### config.mk
export PLATFORM = sky130hd
export DESIGN_NAME = frog_move_ctrl_flat
export DESIGN_NICKNAME = d
export VERILOG_FILES = /design/src/rtl/frog_move_ctrl_if.sv /design/src/rtl/frog_move_ctrl.sv /design/src/flat_wrapper.sv
export SDC_FILE = /design/constraint.sdc
export NUM_CORES = 1
export LEC_CHECK = 0
export ABC_CLOCK_PERIOD_IN_PS = 5500
export CORE_MARGIN = 8
export CORE_UTILIZATION = 52
export DETAILED_ROUTE_END_ITERATION = 12
export GPL_TIMING_DRIVEN = 0
export PLACE_DENSITY = 0.76
export SLEW_MARGIN = 20
export SYNTH_ARGS = -nofsm -noshare
export SYNTH_HDL_FRONTEND = slang
export SYNTH_SLANG_ARGS = --single-unit
### constraint.sdc
create_clock -name clk -period 5.5 [get_ports clk]
set_clock_uncertainty 0.05 [all_clocks]
set_input_delay 0.825 -clock clk [delete_from_list [all_inputs] [get_ports clk]]
set_output_delay 0.825 -clock clk [all_outputs]
set_load 0.05 [all_outputs]
### src/rtl/frog_move_ctrl_if.sv
// Player-input bus between the input-sync stage, frog_move_ctrl and the frog cell grid.
// The controller uses the slave modport; the key/playfield source uses master.
interface frog_move_ctrl_if #(
  parameter int unsigned CNT_W = 8
);
  logic             key_l;
  logic             key_r;
  logic             key_u;
  logic             key_d;
  logic             restart;
  logic             frog_hit;
  logic             frog_home;
  logic             move_l;
  logic             move_r;
  logic             move_u;
  logic             move_d;
  logic [1:0]       game_state;
  logic [CNT_W-1:0] move_count;

  modport master (
    output key_l, key_r, key_u, key_d, restart, frog_hit, frog_home,
    input  move_l, move_r, move_u, move_d, game_state, move_count
  );

  modport slave (
    input  key_l, key_r, key_u, key_d, restart, frog_hit, frog_home,
    output move_l, move_r, move_u, move_d, game_state, move_count
  );
endinterface

### src/rtl/frog_move_ctrl.sv
// Frog move sequencer: edge-detects keys, arbitrates, rate-limits moves and tracks game phase.
// Optional hold-to-repeat enabled by defining FROG_AUTO_REPEAT_EN.
module frog_move_ctrl #(
  parameter int unsigned COOLDOWN      = 4,
  parameter int unsigned CNT_W         = 8,
  parameter int unsigned REPEAT_PERIOD = 8
) (
  input  logic            clk,
  input  logic            reset,
  frog_move_ctrl_if.slave bus
);

  localparam int unsigned     CD_W      = 8;
  localparam int unsigned     RP_W      = 8;
  localparam logic [CD_W-1:0] CD_RELOAD = CD_W'(COOLDOWN - 1);
  localparam logic [RP_W-1:0] RP_RELOAD = RP_W'(REPEAT_PERIOD - 1);
  localparam logic [CNT_W-1:0] CNT_MAX  = '1;

  // Direction code doubles as bit index into {u,d,l,r}
  localparam logic [1:0] DIR_R = 2'd0;
  localparam logic [1:0] DIR_L = 2'd1;
  localparam logic [1:0] DIR_D = 2'd2;
  localparam logic [1:0] DIR_U = 2'd3;

`ifdef FROG_AUTO_REPEAT_EN
  localparam bit AUTO_RPT = 1'b1;
`else
  localparam bit AUTO_RPT = 1'b0;
`endif

  typedef enum logic [2:0] {
    S_IDLE,
    S_READY,
    S_COOL,
    S_DEAD,
    S_WON
  } state_t;

  state_t           state;
  logic [3:0]       key_now;
  logic [3:0]       key_q;
  logic [3:0]       key_edge;
  logic [3:0]       move_q;
  logic [CD_W-1:0]  cd_cnt;
  logic [CNT_W-1:0] move_count_q;
  logic             pend_vld;
  logic [1:0]       pend_dir;

  logic             eu, ed, el, er;
  logic             win_vld;
  logic [1:0]       win_dir;
  logic             rpt_req;
  logic             req_vld;
  logic [1:0]       req_dir;
  logic             in_play;
  logic             can_issue;
  logic             iss_vld;
  logic [1:0]       iss_dir;

  logic [RP_W-1:0]  rpt_cnt;
  logic             rpt_act;
  logic [1:0]       last_dir;

  assign key_now  = {bus.key_u, bus.key_d, bus.key_l, bus.key_r};
  assign key_edge = key_now & ~key_q;

  // Opposing edges cancel; survivors resolve U > D > L > R
  assign eu = key_edge[3] & ~key_edge[2];
  assign ed = key_edge[2] & ~key_edge[3];
  assign el = key_edge[1] & ~key_edge[0];
  assign er = key_edge[0] & ~key_edge[1];

  always_comb begin
    win_vld = 1'b1;
    win_dir = DIR_U;
    if (eu)      win_dir = DIR_U;
    else if (ed) win_dir = DIR_D;
    else if (el) win_dir = DIR_L;
    else if (er) win_dir = DIR_R;
    else         win_vld = 1'b0;
  end

  // Repeat request: last issued key still held, no fresh edge, period elapsed
  assign rpt_req = AUTO_RPT && rpt_act && (rpt_cnt == '0) &&
                   key_now[last_dir] && (key_edge == 4'b0000);

  always_comb begin
    req_vld   = win_vld | rpt_req;
    req_dir   = win_vld ? win_dir : last_dir;
    in_play   = (state == S_READY) || (state == S_COOL);
    can_issue = (state == S_READY) || ((state == S_COOL) && (cd_cnt == '0));
    iss_vld   = can_issue && (req_vld || pend_vld);
    iss_dir   = req_vld ? req_dir : pend_dir;
  end

  always_ff @(posedge clk or negedge reset) begin
    if (!reset) begin
      state        <= S_IDLE;
      key_q        <= '0;
      move_q       <= '0;
      cd_cnt       <= '0;
      move_count_q <= '0;
      pend_vld     <= 1'b0;
      pend_dir     <= DIR_U;
    end else begin
      key_q  <= key_now;
      move_q <= '0;
      if (bus.restart) begin
        state        <= S_IDLE;
        move_count_q <= '0;
        pend_vld     <= 1'b0;
        cd_cnt       <= '0;
      end else begin
        case (state)
          S_IDLE: begin
            if (key_edge != 4'b0000) state <= S_READY;
          end
          S_READY, S_COOL: begin
            if (bus.frog_hit) begin
              state    <= S_DEAD;
              pend_vld <= 1'b0;
            end else if (bus.frog_home) begin
              state    <= S_WON;
              pend_vld <= 1'b0;
            end else if (iss_vld) begin
              move_q   <= 4'b0001 << iss_dir;
              if (move_count_q != CNT_MAX) move_count_q <= move_count_q + 1'b1;
              cd_cnt   <= CD_RELOAD;
              pend_vld <= 1'b0;
              state    <= S_COOL;
            end else if (can_issue) begin
              state <= S_READY;
            end else begin
              // Still cooling: newest request replaces any older pending one
              cd_cnt <= cd_cnt - 1'b1;
              if (req_vld) begin
                pend_vld <= 1'b1;
                pend_dir <= req_dir;
              end
            end
          end
          default: ;
        endcase
      end
    end
  end

  // Hold-to-repeat tracker; pruned away when the feature is disabled
  always_ff @(posedge clk or negedge reset) begin
    if (!reset) begin
      rpt_cnt  <= '0;
      rpt_act  <= 1'b0;
      last_dir <= DIR_U;
    end else if (!in_play || bus.restart || bus.frog_hit || bus.frog_home) begin
      rpt_act <= 1'b0;
    end else if (iss_vld) begin
      rpt_act  <= 1'b1;
      rpt_cnt  <= RP_RELOAD;
      last_dir <= iss_dir;
    end else begin
      if (rpt_cnt != '0)       rpt_cnt <= rpt_cnt - 1'b1;
      if (!key_now[last_dir])  rpt_act <= 1'b0;
    end
  end

  always_comb begin
    case (state)
      S_READY, S_COOL: bus.game_state = 2'b01;
      S_DEAD:          bus.game_state = 2'b10;
      S_WON:           bus.game_state = 2'b11;
      default:         bus.game_state = 2'b00;
    endcase
  end

  assign bus.move_u     = move_q[DIR_U];
  assign bus.move_d     = move_q[DIR_D];
  assign bus.move_l     = move_q[DIR_L];
  assign bus.move_r     = move_q[DIR_R];
  assign bus.move_count = move_count_q;

endmodule

### src/flat_wrapper.sv
// flat-port wrapper written by rule: the top's interface ports become plain ports
module frog_move_ctrl_flat 
#(
  parameter int unsigned COOLDOWN      = 4,
  parameter int unsigned CNT_W         = 8,
  parameter int unsigned REPEAT_PERIOD = 8
)
  (clk, reset, bus_key_l, bus_key_r, bus_key_u, bus_key_d, bus_restart, bus_frog_hit, bus_frog_home, bus_move_l, bus_move_r, bus_move_u, bus_move_d, bus_game_state, bus_move_count);
  frog_move_ctrl_if #(.CNT_W(CNT_W)) bus_i ();
  input  logic clk;
  input  logic reset;
  input wire logic [$bits(bus_i.key_l)-1:0] bus_key_l;
  input wire logic [$bits(bus_i.key_r)-1:0] bus_key_r;
  input wire logic [$bits(bus_i.key_u)-1:0] bus_key_u;
  input wire logic [$bits(bus_i.key_d)-1:0] bus_key_d;
  input wire logic [$bits(bus_i.restart)-1:0] bus_restart;
  input wire logic [$bits(bus_i.frog_hit)-1:0] bus_frog_hit;
  input wire logic [$bits(bus_i.frog_home)-1:0] bus_frog_home;
  output wire logic [$bits(bus_i.move_l)-1:0] bus_move_l;
  output wire logic [$bits(bus_i.move_r)-1:0] bus_move_r;
  output wire logic [$bits(bus_i.move_u)-1:0] bus_move_u;
  output wire logic [$bits(bus_i.move_d)-1:0] bus_move_d;
  output wire logic [$bits(bus_i.game_state)-1:0] bus_game_state;
  output wire logic [$bits(bus_i.move_count)-1:0] bus_move_count;
  assign bus_i.key_l = bus_key_l;
  assign bus_i.key_r = bus_key_r;
  assign bus_i.key_u = bus_key_u;
  assign bus_i.key_d = bus_key_d;
  assign bus_i.restart = bus_restart;
  assign bus_i.frog_hit = bus_frog_hit;
  assign bus_i.frog_home = bus_frog_home;
  assign bus_move_l = bus_i.move_l;
  assign bus_move_r = bus_i.move_r;
  assign bus_move_u = bus_i.move_u;
  assign bus_move_d = bus_i.move_d;
  assign bus_game_state = bus_i.game_state;
  assign bus_move_count = bus_i.move_count;
  frog_move_ctrl #(.COOLDOWN(COOLDOWN), .CNT_W(CNT_W), .REPEAT_PERIOD(REPEAT_PERIOD)) u_core (.clk(clk), .reset(reset), .bus(bus_i));
endmodule
Yosys cells after proc, flatten, opt, wreduce, memory -nomap -nowiden:

Cells that the tools add are included.

* register bits: 30
* output and inout bits: 14

* add/sub/neg operators: 2
* eq/ne operators: 11
* shift-type cells: 1
* mux-type cells: 41
* bitwise gates (word level): 15
* reduce and logical (&&, ||, !) cells: 18

Operator list (number)
* two-way mux 8 bit: 12
* two-way mux 4 bit: 5
* two-way mux 3 bit: 6
* two-way mux 1 bit: 11
* two-way mux 2 bit: 5
* inverter 1 bit: 9
* adder 8 x 1 -> 8 bit, second input constant: 1
* zero test 8 bit: 1
* != test 8 bit, second input constant: 1
* subtractor 8 x 1 -> 8 bit, second input constant: 1
* equality test 3 x 2 -> 1 bit, second input constant: 2
* != test 6 x 4 -> 1 bit, second input constant: 1
* one-hot mux 2 bit (3 select lines): 1
* one-hot mux 3 bit (2 select lines): 1
* AND reduction 3 bit: 2
* AND reduction 6 bit: 1
* nonzero test 2 bit: 3
* != test 5 bit, second input constant: 1
* AND reduction 5 bit: 1
* nonzero test 5 bit: 1
* AND 1 bit: 4
* AND 4 bit: 1
* != test 2 bit, second input constant: 2
* inverter 4 bit: 1
* other kinds (12): 14

Depth between registers and ports, before layout:

* depth after elaboration: 15
* mapped depth: 8

Worst setup path before layout:

No wires, ideal clock.

* path kind: reg2out
* start point: register u_core.state[2]
* end point: output port bus_game_state[0]
* arrival time: 1.742 ns
* path slack: 2.883 ns
* cell stages (with the launch flop): 5
* cells stage by stage: dfrtp_1 > clkbuf_8 > or2b_2 > and3b_1 > a21oi_1

* cells in the longest elaborated chain, start to end: 3
* elaborated cells between the ends (all ways): 6
* those cells by class: eq/ne (4); mux (1); reduce/logical (1)

Ends and longest elaborated chain
* from (decl): RTL line frog_move_ctrl.sv:39 `state_t state;`
* from (signal assigned): RTL line frog_move_ctrl.sv:98 `state <= S_IDLE;`
* from (signal assigned): RTL line frog_move_ctrl.sv:109 `state <= S_IDLE;`
* from (signal assigned): RTL line frog_move_ctrl.sv:116 `if (key_edge != 4'b0000) state <= S_READY;`
* equality test 3 x 2 -> 1 bit / equality test 3 x 1 -> 1 bit (equally long branches)
* OR reduction 2 bit: RTL line frog_move_ctrl.sv:167 `case (state)`
* one-hot mux 2 bit (3 select lines) *: RTL line frog_move_ctrl.sv:167
* to (decl): RTL line flat_wrapper.sv:23 `output wire logic [$bits(bus_i.game_state)-1:0] bus_game_state;`

Every way passes the cells marked *; elsewhere a longest branch is shown, timed or not.

Worst setup path after layout:

Ends and elaborated chain as after synthesis.

==> metrics.md <==
| Metric | Value |
|---|---|
| CTS Buffer Depth | `2` |
| Seq cells post-synth | `30` |
| Skew-Pair Late Insertion Delay | `0.33 ns` |
| Top FF cell, synth | `dfrtp_1` |
| Pwr per Cell Area | `426 mW/mm^2` |
| CP required | `4.62 ns` |
| Delay-heaviest family, CP | `buffers and inverters` |
| Worst hold path class | `register to register` |
| CTS tree | `yes` |
| Number of distinct library cells after synthesis | `50` |
| Dominant cell type by area after synthesis | `dfrtp_1` |
| Max Fclk | `0.315 GHz` |
| Tot Pwr | `0.000910 W` |
| Diode count | `0` |
| EDFF count, synth | `0` |
| Vias in the first global route | `1,523` |
| WS Path Type | `register to primary output` |
| PostCTS Resize Cnt | `0` |
| Pin count of the biggest net entering global routing | `31` |
| Final Max Slew Viols | `0` |
| H-tree Lvls | `2` |
| Crit-path max cell delay | `0.81 ns` |
| Worst EP arrival | `2.30 ns` |
| Count of hold-fix buffers inserted at cts | `0` |
| Final Instance Count excl. Fillers | `252` |
| Tightest Pin Transition | `0.660 ns` |
| CP Buf/Inv Count | `2` |
| Antenna Violating Nets Remaining | `0` |
| Setup violators final | `0` |
| RSZ-0062 raised after global routing | `no` |
| Vias | `1,520` |
| CTS buffer count | `5` |
| Crit-path cells | `clkbuf_8 > or2b_2 > and3b_1 > a21oi_1 > clkdlybuf4s50_1` |
| RePlAce Congestion | `0.937` |
| Initial core utilization | `54.0%` |
| DRC viols | `0` |
| Area Overhead vs Synth | `19.5%` |
| Row count | `21` |
| DIE HEIGHT | `74.6 um` |
| Die area | `0.00557 mm^2` |
| Max-cap violations | `0` |
| Initial antenna violation count | `0` |
| Post-synthesis mux area share | `0.560%` |
| Inst Count DP | `244` |
| VDD IR max | `0.000191 V` |
| Adder-cell share of the synthesized area | `4.06%` |
| CTS sink count | `30` |
| GRT Residual Overflow | `0` |
| Most numerous cell in the Yosys netlist | `dfrtp_1` |
| Commonest cells post-synth | `dfrtp_1, a21oi_1, inv_1, o21ai_0, nor2_1` |
| Initial DRC count | `149` |
| Post-Synth Simple-Gate Area | `23.9%` |
| Slew margin rel. | `56.0%` |
| Startpoint Class | `register` |
| Die X | `74.6 um` |
| Postcts setup bufs | `0` |
| Layout Nets | `219` |
| Leak Pwr | `0.839 nW` |
| Setup crit end kind | `primary output` |
| Largest fanout on the critical path | `10` |
| Synth Area in XOR/XNOR | `2.45%` |
| Synthesized area | `0.00179 mm^2` |
| Mapped Nets | `191` |
| Port buffer count | `21` |
| Total track usage | `16.5%` |
| Mean Syn Cell Area | `10.1 um^2` |
| Clock root buffer | `clkbuf_4` |
| Area contributors post-synth | `dfrtp_1, a21oi_1, clkbuf_8` |
| Clk slew on worst S/H paths | `0.10 ns` |
| Core Area | `0.00331 mm^2` |
| Setup TNS | `0 ns` |
| Synth Instances | `177` |
| Period minus WS final | `3.17 ns` |
| Largest family of logic cells by synthesized area | `simple AND/OR/NAND/NOR gates` |
| Final wirelength | `4.12 mm` |
| DR pass1 iterations | `4` |
| Final Hold Fails | `0` |
| Share of layout cells above drive strength 1 | `14.1%` |
| IO Count | `23` |
| Ys Warns | `0` |
| Slowest-stage cell, CP | `clkdlybuf4s50_1` |
| Placed wire-length estimate | `3.04 mm` |
| Area share of the largest cell type after synthesis | `39.2%` |
| Fraction of registers with async set/reset | `100%` |
| Status | `completed` |
| Via/cell ratio | `6.03` |
| Period utilization | `57.7%` |
| Global-route wire length before repair | `7.11 mm` |
| Synth Area in Compound Gates | `20.2%` |
| Wire length per cell | `16.3 um` |
| Post-synthesis sequential area ratio | `42.2%` |
==> kinds of logic (layout without fill, tap and decap cells) <==
group	Yosys count	after routing
DFF	30	30
adders and majority gates	6	6
muxes	1	1
and+or+nand+nor	67	67
xor gates and xnor gates	5	5
AOI/OAI and AO/OA	51	51
buffers and inverters	17	46
==> stage by stage <==
stage / hold WS (ns) / cell area (um^2) / util [%] / worst slack [ns]
floorplan: 0.405 / 1790 / - / 2.88
global placement: 0.422 / 2050 / 62.1 / 2.30
detailed placement: 0.429 / 2050 / 61.9 / 2.27
CTS: 0.443 / 2130 / 64.5 / 2.31
global route: 0.490 / 2130 / 64.5 / 2.26
finish: 0.444 / 2130 / 64.5 / 2.33
==> cell usage in the layout, fill, tap and decap left out, types with 4 or more instances in the layout <==
cell type	instances
nand2b_1	4
nand2_1	7
clkbuf_8	6
nor4_1	7
clkdlybuf4s50_1	20
ha_1	5
o21ai_0	11
nor2_1	10
or4_1	7
nand3_1	4
o31ai_1	5
xnor2_1	4
clkbuf_4	5
a21oi_1	15
inv_1	11
dfrtp_1	28
==> final timing paths <==
path                                             endpoint                      startpoint  cells after the start  slack, ns
min reg2reg                u_core.pend_dir[1]$_DFFE_PN1P_  u_core.pend_dir[1]$_DFFE_PN1P_                      2       0.44
min                        u_core.pend_dir[1]$_DFFE_PN1P_  u_core.pend_dir[1]$_DFFE_PN1P_                      2       0.44
max                                     bus_game_state[0]     u_core.state[2]$_DFFE_PN0P_                      5       2.33
min in group asynchronous     u_core.state[1]$_DFFE_PN0P_                           reset                      1       0.46
max reg2reg                  u_core.cd_cnt[4]$_DFFE_PN0P_    u_core.cd_cnt[4]$_DFFE_PN0P_                      6       3.04
max in group asynchronous    u_core.cd_cnt[4]$_DFFE_PN0P_                           reset                      1       4.49
==> state kept, by name, indices dropped and copies added, names as in the netlist <==
| name | cells |
|---|---|
| u_core.pend_dir | 2 |
| u_core.bus.move_count | 8 |
| u_core.key_q | 4 |
| u_core.move_q | 4 |
| u_core.cd_cnt | 8 |
| u_core.pend_vld | 1 |
| u_core.state | 3 |
==> worst register-to-register path: cells and delay by family (launching register included) <==
family	cells	cell delay (ns)
buffers and inverters	1	0.23
flip-flops	1	0.44
AO/OA/AOI/OAI	2	0.60
AND/OR/NAND/NOR	3	1.03
==> metal layers <==
metal | vias to the layer above | GRT usage (%) | wire length [um]
li1 | 728 | - | -
met4 | 0 | 6.52 | 55
met5 | - | 0 | 0
met2 | 40 | 26.5 | 1930
met1 | 743 | 19.4 | 1850
met3 | 9 | 5.99 | 281
==> power by group <==
group | switching [W] | internal (W)
clock network | 0.0000750 | 0.000109
logic | 0.000252 | 0.000174
registers | 0.0000379 | 0.000263
==> final cells by class <==
cell class | count | area, um^2
fillers | 290 | 1180
multi-input cells | 130 | 915
flip-flops and latches | 30 | 753
repair buffers | 21 | 205
plain buffers | 6 | 77.6
well taps | 46 | 57.6
clock buffers | 7 | 55.1
inverters | 11 | 41.3
clock inverters | 1 | 30.0
Power figures use the tool's default switching activity.
